### config.mk
export PLATFORM = sky130hd
export DESIGN_NAME = cpu_control_unit
export DESIGN_NICKNAME = d
export VERILOG_FILES = /design/src/rtl/cpu_control_unit_pkg.sv /design/src/rtl/cpu_control_unit_instr_decoder.sv /design/src/rtl/cpu_control_unit.sv
export SDC_FILE = /design/constraint.sdc
export NUM_CORES = 1
export LEC_CHECK = 0
export CAP_MARGIN = 10
export CORE_UTILIZATION = 25
export CTS_BUF_LIST = sky130_fd_sc_hd__clkbuf_8
export CTS_CLUSTER_DIAMETER = 100
export DETAILED_ROUTE_END_ITERATION = 16
export HOLD_SLACK_MARGIN = 0.05
export PLACE_DENSITY = 0.44
export SYNTH_ARGS = -nofsm -noshare
export SYNTH_HDL_FRONTEND = slang
export SYNTH_SLANG_ARGS = --single-unit
### constraint.sdc
create_clock -name clk -period 2.7 [get_ports clk]
set_clock_uncertainty 0.2 [all_clocks]
set_input_delay 0.54 -clock clk [delete_from_list [all_inputs] [get_ports clk]]
set_output_delay 0.54 -clock clk [all_outputs]
set_load 0.005 [all_outputs]
### src/rtl/cpu_control_unit_pkg.sv
`default_nettype none
// ============================================================================
// Module : cpu_control_unit_pkg
// Brief  : Opcodes, ALU codes, decode classes and FSM states for the sequencer.
// Rev    : 1.0
// ============================================================================
package cpu_control_unit_pkg;

    localparam logic [3:0] OP_NOP = 4'h0;
    localparam logic [3:0] OP_LDI = 4'h1;
    localparam logic [3:0] OP_ADD = 4'h2;
    localparam logic [3:0] OP_SUB = 4'h3;
    localparam logic [3:0] OP_AND = 4'h4;
    localparam logic [3:0] OP_OR  = 4'h5;
    localparam logic [3:0] OP_XOR = 4'h6;
    localparam logic [3:0] OP_LD  = 4'h7;
    localparam logic [3:0] OP_ST  = 4'h8;
    localparam logic [3:0] OP_JMP = 4'h9;
    localparam logic [3:0] OP_JZ  = 4'hA;
    localparam logic [3:0] OP_HLT = 4'hF;

    localparam logic [3:0] ALU_HOLD   = 4'd0;
    localparam logic [3:0] ALU_PASS_B = 4'd1;
    localparam logic [3:0] ALU_ADD    = 4'd2;
    localparam logic [3:0] ALU_SUB    = 4'd3;
    localparam logic [3:0] ALU_AND    = 4'd4;
    localparam logic [3:0] ALU_OR     = 4'd5;
    localparam logic [3:0] ALU_XOR    = 4'd6;

    typedef enum logic [2:0] {
        CL_NOP, CL_ALU, CL_LD, CL_ST, CL_JMP, CL_JZ, CL_HLT
    } op_class_e;

    typedef enum logic [2:0] {
        ST_FETCH_OP, ST_FETCH_ARG, ST_LD_WAIT, ST_FLUSH, ST_HALT
    } state_e;

endpackage
`default_nettype wire

### src/rtl/cpu_control_unit_instr_decoder.sv
`default_nettype none
// ============================================================================
// Module : cpu_control_unit_instr_decoder
// Brief  : Combinational opcode decode into class, ALU code and illegal flag.
// Rev    : 1.0
// ============================================================================
module cpu_control_unit_instr_decoder
    import cpu_control_unit_pkg::*;
(
    input  logic [3:0] op,
    output op_class_e  op_class,
    output logic [3:0] alu_code,
    output logic       illegal
);

    always_comb begin
        op_class = CL_NOP;
        alu_code = ALU_HOLD;
        illegal  = 1'b0;
        case (op)
            OP_NOP: op_class = CL_NOP;
            OP_LDI: begin op_class = CL_ALU; alu_code = ALU_PASS_B; end
            OP_ADD: begin op_class = CL_ALU; alu_code = ALU_ADD;    end
            OP_SUB: begin op_class = CL_ALU; alu_code = ALU_SUB;    end
            OP_AND: begin op_class = CL_ALU; alu_code = ALU_AND;    end
            OP_OR:  begin op_class = CL_ALU; alu_code = ALU_OR;     end
            OP_XOR: begin op_class = CL_ALU; alu_code = ALU_XOR;    end
            OP_LD:  op_class = CL_LD;
            OP_ST:  op_class = CL_ST;
            OP_JMP: op_class = CL_JMP;
            OP_JZ:  op_class = CL_JZ;
            OP_HLT: op_class = CL_HLT;
            // Undefined opcodes behave as NOP but are flagged.
            default: illegal = 1'b1;
        endcase
    end

endmodule
`default_nettype wire

### src/rtl/cpu_control_unit.sv
`default_nettype none
// ============================================================================
// Module : cpu_control_unit
// Brief  : Two-byte instruction sequencer driving the accumulator datapath.
// Rev    : 1.0
// ============================================================================
module cpu_control_unit
    import cpu_control_unit_pkg::*;
#(
    parameter int LOAD_LAT  = 2,
    parameter int FLUSH_CYC = 1,
    parameter int CNT_W     = 16
) (
    input  logic             clk,
    input  logic             reset,
    input  logic             run,
    input  logic             im_valid,
    input  logic [7:0]       im_data,
    input  logic             ac_zero,
    output logic             jump_to_addr,
    output logic [3:0]       alu_control,
    output logic             rd_dmem,
    output logic             wr_dmem,
    output logic             halted,
    output logic             illegal_op,
    output logic [CNT_W-1:0] retired_cnt
);

    localparam int WAIT_MAX = (LOAD_LAT > FLUSH_CYC) ? LOAD_LAT : FLUSH_CYC;
    localparam int WAIT_W   = (WAIT_MAX > 1) ? $clog2(WAIT_MAX + 1) : 1;
    localparam logic [WAIT_W-1:0] LD_INIT    = WAIT_W'(LOAD_LAT - 1);
    localparam logic [WAIT_W-1:0] FLUSH_INIT = WAIT_W'(FLUSH_CYC - 1);
    localparam logic [WAIT_W-1:0] WAIT_ONE   = WAIT_W'(1);
    localparam logic [CNT_W-1:0]  CNT_ONE    = CNT_W'(1);

    state_e            state_q, state_d;
    logic [3:0]        op_q, op_d;
    logic [WAIT_W-1:0] wait_q, wait_d;
    logic [CNT_W-1:0]  cnt_q, cnt_d;
    logic              retire;

    logic [3:0]        dec_op;
    op_class_e         dec_class;
    logic [3:0]        dec_alu;
    logic              dec_illegal;

    // Operand low nibble belongs to the datapath only.
    logic unused_operand_bits;
    assign unused_operand_bits = ^im_data[3:0];

    // Decode the live byte while fetching, the latched opcode afterwards.
    assign dec_op = (state_q == ST_FETCH_OP) ? im_data[7:4] : op_q;

    cpu_control_unit_instr_decoder u_decoder (
        .op       (dec_op),
        .op_class (dec_class),
        .alu_code (dec_alu),
        .illegal  (dec_illegal)
    );

    always_comb begin
        state_d      = state_q;
        op_d         = op_q;
        wait_d       = wait_q;
        retire       = 1'b0;
        alu_control  = ALU_HOLD;
        jump_to_addr = 1'b0;
        rd_dmem      = 1'b0;
        wr_dmem      = 1'b0;
        illegal_op   = 1'b0;
        case (state_q)
            ST_FETCH_OP: begin
                if (run && im_valid) begin
                    if (dec_class == CL_HLT) begin
                        state_d = ST_HALT;
                        retire  = 1'b1;
                    end else begin
                        op_d       = im_data[7:4];
                        illegal_op = dec_illegal;
                        state_d    = ST_FETCH_ARG;
                    end
                end
            end
            ST_FETCH_ARG: begin
                if (im_valid) begin
                    state_d = ST_FETCH_OP;
                    retire  = 1'b1;
                    case (dec_class)
                        CL_ALU: alu_control = dec_alu;
                        CL_ST:  wr_dmem     = 1'b1;
                        CL_LD: begin
                            rd_dmem = 1'b1;
                            wait_d  = LD_INIT;
                            state_d = ST_LD_WAIT;
                            retire  = 1'b0;
                        end
                        CL_JMP, CL_JZ: begin
                            if (dec_class == CL_JMP || ac_zero) begin
                                jump_to_addr = 1'b1;
                                wait_d       = FLUSH_INIT;
                                state_d      = ST_FLUSH;
                                retire       = 1'b0;
                            end
                        end
                        default: ;
                    endcase
                end
            end
            ST_LD_WAIT, ST_FLUSH: begin
                if (wait_q == '0) begin
                    state_d = ST_FETCH_OP;
                    retire  = 1'b1;
                end else begin
                    wait_d = wait_q - WAIT_ONE;
                end
            end
            ST_HALT: ;
            default: state_d = ST_FETCH_OP;
        endcase
        cnt_d = retire ? (cnt_q + CNT_ONE) : cnt_q;
    end

    always_ff @(posedge clk or posedge reset) begin
        if (reset) begin
            state_q <= ST_FETCH_OP;
            op_q    <= OP_NOP;
            wait_q  <= '0;
            cnt_q   <= '0;
        end else begin
            state_q <= state_d;
            op_q    <= op_d;
            wait_q  <= wait_d;
            cnt_q   <= cnt_d;
        end
    end

    assign halted      = (state_q == ST_HALT);
    assign retired_cnt = cnt_q;

    a_one_strobe: assert property (@(posedge clk) disable iff (reset)
        $onehot0({jump_to_addr, rd_dmem, wr_dmem}));

endmodule
`default_nettype wire

Yosys cells after proc, flatten, opt, wreduce, memory -nomap -nowiden
Index checks and enable logic that the tools add are counted.

cells by class
  eq/ne operators = 27
  reductions and logical operators = 13
  mux-type cells = 39
  bitwise operators = 2
  $add $sub $neg = 2

operators with widths
  cell                     count
  $pmux W3 S6              2
  $mux W1                  19
  $add A16 B1 Y16 const B  1
  $eq A4 B3 Y1 const B     4
  $eq A4 B4 Y1 const B     4
  $mux W4                  4
  $eq A3 B2 Y1 const B     4
  $eq A3 B3 Y1 const B     4
  $mux W3                  4
  $pmux W2 S2              3
  $pmux W3 S4              1
  $reduce_or A12 Y1        1
  $eq A4 B2 Y1 const B     2
  $mux W2                  4
  $eq A3 B1 Y1 const B     2
  $ne A2 B2 Y1 const B     3
  $reduce_or A6 Y1         1
  $reduce_and A5 Y1        1
  $eq A4 B1 Y1 const B     1
  $logic_not A4 Y1         1
  $reduce_and A4 Y1        1
  $reduce_or A2 Y1         2
  $logic_not A3 Y1         1
  $ne A3 B2 Y1 const B     1
  other kinds (11)         12

storage, ports and cells
  output and inout port bits = 25
  bits in registers = 25
  input bits = 13

Depth between registers and ports, before layout
Gate-level depths: netlist (run 1).

  word-level depth = 11
  gate-level depth with buffers = 8
  mapped depth without buffers = 7

Modules after synthesis
Synthesis (run 1) repeated with hierarchy kept, for this count alone.

second synthesis, totals
  cell total of the unflattened synthesis = 155
  area, all modules = 1570.3 um^2

modules (own cells, without submodules)
  module                          cells an instance  instances  area each (um^2)
  cpu_control_unit                129                1          1385.1
  cpu_control_unit_instr_decoder  26                 1          185.2

Worst setup path before layout (run 1)
Ideal clock, no wire load.

  kind = reg2out
  start point = reg state_q[0]
  end point = out illegal_op
  arrival time = 1446 ps
  path slack = 514 ps
  stages on the path, launching flop included = 6
  cells stage by stage = dfrtp_1 nor3_4 buf_6 mux2i_1 xnor2_1 and3_1

on the way
  cells in the longest elaborated chain, start to end = 9
  elaborated cells on any way between the ends = 22
  classes of those cells = eq/ne (12); mux (6); reduce/logical (4)

ends and longest elaborated chain
  what                                  line                                            text
  start: declaration                    cpu_control_unit.sv:36                          state_e state_q, state_d;
  start signal: assignment              cpu_control_unit.sv:130                         state_q <= state_d;
  $logic_not A3 Y1 (*)                  cpu_control_unit.sv:52, cpu_control_unit.sv:71
  $mux W4                               cpu_control_unit.sv:52                          assign dec_op = (state_q == ST_FETCH_OP) ? im_data[7:4] : op_q;
  $eq A4 B1 Y1 (tied with other cells)  cpu_control_unit_instr_decoder.sv:20            case (op)
  $reduce_or A6 Y1 (no source line)     -
  $pmux W3 S6                           cpu_control_unit_instr_decoder.sv:20
  $eq A3 B3 Y1                          cpu_control_unit.sv:74                          if (dec_class == CL_HLT) begin
  $mux W1                               cpu_control_unit.sv:74
  $mux W1                               cpu_control_unit.sv:73                          if (run && im_valid) begin
  $mux W1 (*)                           cpu_control_unit.sv:71                          case (state_q)
  end: declaration                      cpu_control_unit.sv:25                          output logic illegal_op,

Mark *: on every way between the ends. The rest lies on a longest branch, timed or not.

Worst setup path in the final report (run 1)
  start point = reg state_q[2]
  end point = out illegal_op

Same word-level chain as after synthesis.

==> flow_summary.json, run 1 <==
{
  "outcome": "finished clean",
  "hold_end": "retired_cnt[15]$_DFFE_PP0P_",
  "synth_area_leader_cell": "dfrtp_1",
  "start_util": 0.265,
  "die_w_microns": 85.0,
  "p_leak_nw": 1.01,
  "portBuffers": 32,
  "grt_overflow": 0,
  "maxSlewViolCount": 0,
  "final_area_sq_um": 2400,
  "hpwl_mm": 3.18,
  "synth-seq-area-share": 0.364,
  "syn_to_final_growth_pct": 39.4,
  "drc": 0,
  "grt_util_all_layers": 0.126,
  "first_global_vias": 1420,
  "setup_viol": 0,
  "cts.reportedPaths.clkPinSlew_ps": 100,
  "r2r-end": "wait_q[0]$_DFFE_PP0P_",
  "layout-drive-gt1-share": 0.265,
  "arrival_ps": 1850,
  "finalHoldViolations": 0,
  "setup_tns_ps": 0,
  "synth_ff_type": "dfrtp_1",
  "wirelength_mm": 4.41,
  "row_count": 29,
  "synthArstFlopShare": 1.00,
  "cts_tree": "built",
  "cts_sinks": 25,
  "rr_worst_depth": 8,
  "htreeDepth": 1,
  "p_per_area_nw_per_um2": 782,
  "synth_enable_flop_cells": 0,
  "viasPerCell": 4.79,
  "cp-start-kind": "register",
  "netlist_area_sq_um": 1720,
  "dp_slack_ps": -254,
  "gp_congestion": 0.750,
  "synth_nets": 194,
  "synth_seq_cells": 25,
  "yosysUniqueCellTypes": 52,
  "initialDrtViolationCount": 65,
  "dieArea_sq_um": 7220,
  "min_period_ps": 2590,
  "grt_max_degree": 26,
  "hp-class": "reg -> reg",
  "rr_startpoint": "state_q[2]$_DFFE_PP0P_",
  "holdCritStartpoint": "retired_cnt[15]$_DFFE_PP0P_",
  "clockBufferDepth": 2,
  "clock_latency_ps": 270,
  "avgSynthCellArea_sq_um": 9.61,
  "yosysMostFrequentCell": "dfrtp_1",
  "post_drt_wl_per_cell_microns": 14.0,
  "drv_cap": 0,
  "dr.pass1.iters": 6,
  "grt_pass1_wl_mm": 7.18,
  "fmax_mhz": 386,
  "crit_fanout": 5,
  "ios": 38,
  "synthTopCellsByCount": "dfrtp_1 (25), xnor2_1 (16), nand2_1 (14)",
  "cp.required_ps": 1960,
  "diodes": 0,
  "fin_crit_sh": 0.961,
  "cts_root_buf": "clkbuf_8",
  "rrSetupSlack_ps": 430,
  "synth.top_cell.area_share": 0.364,
  "core_area_sq_um": 6490,
  "hold_depth": 1,
  "synth_area_leaders": "dfrtp_1 (36%), xnor2_1 (8.1%), mux2_2 (3.3%)",
  "yosysWarnings": 0,
  "finalNetCount": 254,
  "die_h_microns": 85.0,
  "synthCells": 179,
  "endpoint_kind": "output port",
  "whs_ps": 285,
  "dpl_cell_area_sq_um": 2240,
  "antenna_found_initial": 0,
  "irDropWorstVdd_mv": 0.327,
  "vias": 1509,
  "antenna_left": 0,
  "setup_ws_ps": 107,
  "critPathKind": "reg -> out",
  "cts_buffers": 3
}
registers in the layout (all words and copies together), names as in the netlist:
| name | cells |
|---|---|
| op_q | 4 |
| retired_cnt | 16 |
| state_q | 3 |
| wait_q | 2 |
report_power, final:
part	internal (mW)	switching [mW]	leakage, nW
logic	0.552	0.467	0.658
registers	0.473	0.152	0.326
clock network	0.102	0.130	0.0269
critical path, stage by stage (launching register included):
cell and delay, ps:
dfrtp_1 420, nor3_4 310, mux2i_2 290, buf_4 150
xnor2_1 110, and3_1 180, clkbuf_2 110
timing repair:
action | CTS | global route
gates resized for setup | 23 | 8
setup endpoints to repair | 7 | 3
endpoints found under the hold margin | 0 | 0
pin swaps | 5 | 4
setup buffers | 7 | 3
hold buffers | 0 | 0
kinds of logic (layout without fill, tap and decap cells):
kind of cell	after synthesis	count (layout)	share of synthesized area
mux	6	6	0.0385
other cells	1	1	0.00218
flops	25	25	0.364
buf+inv	15	74	0.0487
fa+ha+maj	2	2	0.0145
compound gates	32	32	0.152
simple gates	80	80	0.289
xor+xnor	18	18	0.0916
placed cells by master, fill, tap and decap left out, types with 3 or more instances in the layout:
cell and count:
a21oi_1 8, clkdlybuf4s50_1 19, nor3_1 8, nor2_2 3, dlygate4sd2_1 9, and2_1 3, mux2_2 5, buf_6 3
nor2_1 6, and3b_1 3, nand4_1 4, dfrtp_1 25, nor4_1 7, inv_1 8, clkbuf_8 3, o21ai_0 4
nand3_1 8, nand2_1 13, buf_4 28, and3_1 4, xnor2_1 16
worst max-delay path by stage:
stage | start | endpoint | slack, ps | depth (start not counted)
after floorplan | state_q[0]$_DFFE_PP0P_ | illegal_op | 510 | 5
after global placement | im_data[7] | jump_to_addr | -260 | 6
after detailed placement | im_data[7] | jump_to_addr | -250 | 6
after CTS | state_q[2]$_DFFE_PP0P_ | alu_control[2] | -90 | 4
after global routing | state_q[2]$_DFFE_PP0P_ | illegal_op | -4 | 6
final | state_q[2]$_DFFE_PP0P_ | illegal_op | 110 | 6
layout make-up:
| class | instances | area [sq um] |
|---|---|---|
| fillers | 666 | 4100 |
| clock buffers | 3 | 41.3 |
| clock inverters | 1 | 3.75 |
| multi-input cells | 139 | 1050 |
| inverters | 7 | 26.3 |
| repair buffers | 63 | 551 |
| well taps | 77 | 96.3 |
| flip-flops and latches | 25 | 626 |
through the flow:
stage,power (mW),utilization,cells
after floorplan,1.19,-,179
after global placement,1.50,0.344,301
after detailed placement,1.50,0.344,301
after CTS,1.83,0.363,312
after global routing,2.01,0.369,315
final,1.88,0.369,315
routing by layer:
metal,GRT usage,up-vias,part of all wire
met5,0,-,0
met2,0.188,25,0.43
met3,0.0253,2,0.030
met1,0.186,704,0.53
li1,-,778,-
met4,0.0277,0,0.0066
Power figures use the tool's default switching activity.
==> run 2: changes to the inputs <==
CELL_PAD_IN_SITES_DETAIL_PLACEMENT = 0   (was not set)
CELL_PAD_IN_SITES_GLOBAL_PLACEMENT = 1   (was not set)
CORE_UTILIZATION = 40   (was 25)
PLACE_DENSITY = 0.82   (was 0.44)
==> run 2 against run 1 <==
Combinational power hardly changed. Sequential cell count is the same. Critical path depth did not move. Die area down 37%. Critical path type unchanged. Critical endpoint is now alu_control[2].
==> flow_summary.json, run 2 (synthesized netlist as in run 1, its figures left out) <==
{
  "outcome": "finished clean",
  "fin_crit_sh": 0.953,
  "initialDrtViolationCount": 26,
  "cts_tree": "built",
  "setup_tns_ps": 0,
  "hpwl_mm": 3.19,
  "irDropWorstVdd_mv": 0.554,
  "finalNetCount": 250,
  "hp-class": "reg -> reg",
  "maxSlewViolCount": 0,
  "rrSetupSlack_ps": 410,
  "first_global_vias": 1541,
  "hold_depth": 1,
  "p_leak_nw": 1.02,
  "gp_congestion": 0.825,
  "syn_to_final_growth_pct": 36.7,
  "antenna_found_initial": 0,
  "viasPerCell": 5.57,
  "dp_slack_ps": -280,
  "fmax_mhz": 388,
  "die_w_microns": 67.6,
  "portBuffers": 32,
  "r2r-end": "retired_cnt[8]$_DFFE_PP0P_",
  "cts.reportedPaths.clkPinSlew_ps": 90,
  "final_area_sq_um": 2350,
  "drc": 0,
  "rr_worst_depth": 8,
  "largest_reg_flops": 16,
  "grt_max_degree": 26,
  "cp.required_ps": 1960,
  "wirelength_mm": 4.39,
  "p_per_area_nw_per_um2": 810,
  "min_period_ps": 2570,
  "cts_root_buf": "clkbuf_8",
  "dieArea_sq_um": 4570,
  "finalHoldViolations": 0,
  "clock_latency_ps": 270,
  "endpoint_kind": "output port",
  "vias": 1582,
  "hold_buffers": 0,
  "antenna_left": 0,
  "final_cell_mix": "dfrtp_1 (24), buf_4 (24), clkdlybuf4s50_1 (19), xnor2_1 (16), nand2_1 (13)",
  "htreeDepth": 1,
  "layout-drive-gt1-share": 0.256,
  "core_area_sq_um": 4060,
  "setup_viol": 0,
  "grt_pass1_wl_mm": 7.04,
  "arrival_ps": 1830,
  "final_util": 0.579,
  "hold_end": "retired_cnt[15]$_DFFE_PP0P_",
  "start_util": 0.424,
  "setup_ws_ps": 126,
  "crit_fanout": 3,
  "final_cells": 284,
  "rr_startpoint": "state_q[0]$_DFFE_PP0P_",
  "dr.pass1.iters": 4,
  "critPathKind": "reg -> out",
  "grt_overflow": 0,
  "rsz0062_at_grt": "false",
  "total_power_mw": 1.90,
  "numPlacedInstances": 270,
  "row_count": 23,
  "post_drt_wl_per_cell_microns": 15.5,
  "clockBufferDepth": 2,
  "whs_ps": 275,
  "dpl_cell_area_sq_um": 2170,
  "ios": 38,
  "drv_cap": 0,
  "diodes": 0,
  "cts_sinks": 25,
  "cts_buffers": 3,
  "cp-start-kind": "register",
  "die_h_microns": 67.6,
  "holdCritStartpoint": "retired_cnt[15]$_DFFE_PP0P_",
  "grt_util_all_layers": 0.205
}
## run 2: worst max-delay path, cell delays in order, from the launching register on
cell,delay (ps)
dfrtp_1,420
buf_4,160
nor3b_4,200
nand2_2,110
buf_4,160
nor4_2,240
dlygate4sd2_1,270
## run 2: how the worst max path moves through the flow
stage                                       from              to  cells past startpoint
after floorplan           state_q[0]$_DFFE_PP0P_      illegal_op                      5
after global placement                im_data[7]    jump_to_addr                      6
after detailed placement              im_data[4]      illegal_op                      6
after CTS                 state_q[2]$_DFFE_PP0P_  alu_control[1]                      6
after global routing      state_q[2]$_DFFE_PP0P_  alu_control[2]                      6
final                     state_q[2]$_DFFE_PP0P_  alu_control[2]                      6
## run 2: area by class of cell
class	count	area, sq um
Fill cell	371	1710
Multi-Input combinational cell	139	1060
Sequential cell	25	627
Timing Repair Buffer	59	531
Tap cell	50	62.6
Clock buffer	3	41.3
Inverter	7	26.3
Clock inverter	1	3.75
## run 2: what timing repair did
item                                    4_1_cts  5_1_grt
hold endpoints to repair                      0        0
resized for setup                            24        6
pin swaps                                     3        1
buffers inserted                              7        3
endpoints found under the setup margin        7        3
## run 2: report_power, final
part	switching (mW)	internal [mW]	total [mW]
registers	0.165	0.474	0.639
clock network	0.118	0.102	0.220
logic	0.469	0.575	1.04
## run 2: routing by layer
| layer | global-route usage | routed length (microns) | vias up |
|---|---|---|---|
| li1 | - | - | 768 |
| met1 | 0.245 | 1960 | 778 |
| met2 | 0.374 | 2240 | 27 |
| met3 | 0.0220 | 102 | 9 |
| met4 | 0.0745 | 87 | 0 |
| met5 | 0 | 0 | - |
==> run 3: changes to the inputs <==
CORE_UTILIZATION = 35   (was 40)
PLACE_DENSITY = 0.73   (was 0.82)
RECOVER_POWER = 50   (was not set)
==> run 3 against run 2 <==
Critical path depth unchanged. First-iteration DRC count increased to 3.0 times the previous value. Worst hold slack got worse by 9.2 ps. Sequential power decreased by 4.5%. Non-clock buffer count decreased by 1. Cell count increased by 5.6%. Register-to-register slack improved by 110 ps. Die area increased by 14%. Sequential cell count unchanged. Via count decreased by 1.7%.
==> flow_summary.json, run 3 (synthesized netlist as in run 1, its figures left out) <==
{
  "hp-class": "reg -> reg",
  "setup_viol": 0,
  "diodes": 0,
  "cts_tree": "built",
  "drv_cap": 0,
  "cp-start-kind": "primary input",
  "viasPerCell": 5.18,
  "antenna_left": 0,
  "maxSlewViolCount": 0,
  "row_count": 25,
  "antenna_found_initial": 0,
  "dr.pass1.iters": 4,
  "vias": 1555,
  "die_h_microns": 72.1,
  "crit_fanout": 3,
  "syn_to_final_growth_pct": 37.2,
  "hold_buffers": 0,
  "drc": 0,
  "grt_util_all_layers": 0.172,
  "clock_latency_ps": 270,
  "arrival_ps": 1880,
  "cts_sinks": 25,
  "die_w_microns": 72.1,
  "final_area_sq_um": 2360,
  "p_per_area_nw_per_um2": 791,
  "clockBufferDepth": 2,
  "setup_ws_ps": 75.6,
  "final_util": 0.500,
  "largest_reg_flops": 16,
  "fin_crit_sh": 0.972,
  "start_util": 0.364,
  "endpoint_kind": "output port",
  "irDropWorstVdd_mv": 0.397,
  "grt_pass1_wl_mm": 7.10,
  "finalNetCount": 249,
  "gp_congestion": 0.849,
  "final_common_cell": "dfrtp_1",
  "post_drt_wl_per_cell_microns": 14.3,
  "final_cells": 300,
  "nFillCells": 442,
  "numPlacedInstances": 291,
  "worst_pin_slew_ps": 1400,
  "slowest_stage": "clkdlybuf4s50_1",
  "hpwl_mm": 3.23,
  "dpl_cell_area_sq_um": 2220,
  "slew_headroom": 0.0692,
  "dieArea_sq_um": 5200,
  "htreeDepth": 1,
  "fmax_mhz": 381,
  "dp_slack_ps": -258,
  "setup_tns_ps": 0,
  "path_cells": "clkdlybuf4s50_1, and2_2, nand2_1, nor2_1, and3_1, dlygate4sd2_1",
  "finalHoldViolations": 0,
  "core_area_sq_um": 4720,
  "final_cell_mix": "dfrtp_1 (23), buf_4 (22), xnor2_1 (16), nand2_1 (13), dlygate4sd2_1 (12)",
  "cp_top_family": "buffers and inverters",
  "critPathKind": "in -> out",
  "cts_root_buf": "clkbuf_8",
  "grt_max_degree": 26,
  "ios": 38,
  "first_global_vias": 1537,
  "layout-drive-gt1-share": 0.249,
  "min_period_ps": 2620,
  "wirelength_mm": 4.28,
  "initialDrtViolationCount": 77,
  "cts_buffers": 3,
  "cp.required_ps": 1960,
  "grt_overflow": 0,
  "slowest_delay_ps": 550,
  "cts.reportedPaths.clkPinSlew_ps": 90,
  "portBuffers": 32,
  "cp_num_buf_inv": 2,
  "p_leak_nw": 1.02,
  "outcome": "finished clean"
}
[run 3: cell types whose count changed in the layout (fill, tap and decap cells not counted), sizes merged]
cell	delta
dlygate4sd3	+11
dlymetal6s2s	-2
clkinv	+1
buf	-2
dlygate4sd2	+2
inv	-1
clkdlybuf4s50	-10
[run 3: layout make-up]
cell class | count | area, sq um | area share
clock inverter | 1 | 5.00 | 0.00212
timing repair buffer | 58 | 508 | 0.215
multi-input combinational | 139 | 1070 | 0.452
inverter | 7 | 26.3 | 0.0111
clock buffer | 3 | 41.3 | 0.0175
sequential | 25 | 628 | 0.266
tap | 67 | 83.8 | 0.0355
[run 3: path summary, 6_finish.rpt]
check,start,endpoint,slack (ps),depth (start not counted)
setup / recovery,im_valid,illegal_op,80,6
hold / removal,retired_cnt[15]$_DFFE_PP0P_,retired_cnt[15]$_DFFE_PP0P_,270,1
setup reg to reg,wait_q[0]$_DFFE_PP0P_,retired_cnt[1]$_DFFE_PP0P_,520,6
hold reg to reg,retired_cnt[15]$_DFFE_PP0P_,retired_cnt[15]$_DFFE_PP0P_,270,1
max in group asynchronous,reset,state_q[1]$_DFFE_PP0P_,420,3
min in group asynchronous,reset,retired_cnt[1]$_DFFE_PP0P_,960,3
[run 3: worst reg2reg max path, delay by kind of cell, from the launching register on]
kind,cells,cell delay [ps]
compound gates,2,550
flops,1,400
mux,1,350
fa+ha+maj,1,260
simple gates,1,230
buf+inv,1,90
[run 3: timing repair]
action | 4_1_cts | 5_1_grt
gates resized for setup | 25 | 5
endpoints found under the setup margin | 7 | 3
setup buffers | 4 | 1
pin swaps | 0 | 2
[run 3: per-stage QoR]
step | power [mW] | hold slack [ps]
finish | 1.87 | 266
global route | 1.99 | 306
CTS | 1.84 | 281
detailed placement | 1.51 | 268
global placement | 1.46 | 260
floorplan | 1.19 | 269
[run 3: power breakdown]
| group | switching (mW) | leakage [nW] | internal (mW) | total (mW) |
|---|---|---|---|---|
| logic | 0.490 | 0.674 | 0.538 | 1.03 |
| clock network | 0.125 | 0.0255 | 0.103 | 0.229 |
| registers | 0.135 | 0.323 | 0.475 | 0.610 |
[run 3: metal layers]
layer  vias up  wire length [microns]  global-route usage  share of wire
met5         -                      0                   0              0
met4         0                     95              0.0697          0.022
met3         8                     86              0.0222          0.020
met2        22                   2100               0.285           0.49
met1       761                   2000               0.227           0.47
li1        764                      -                   -              -
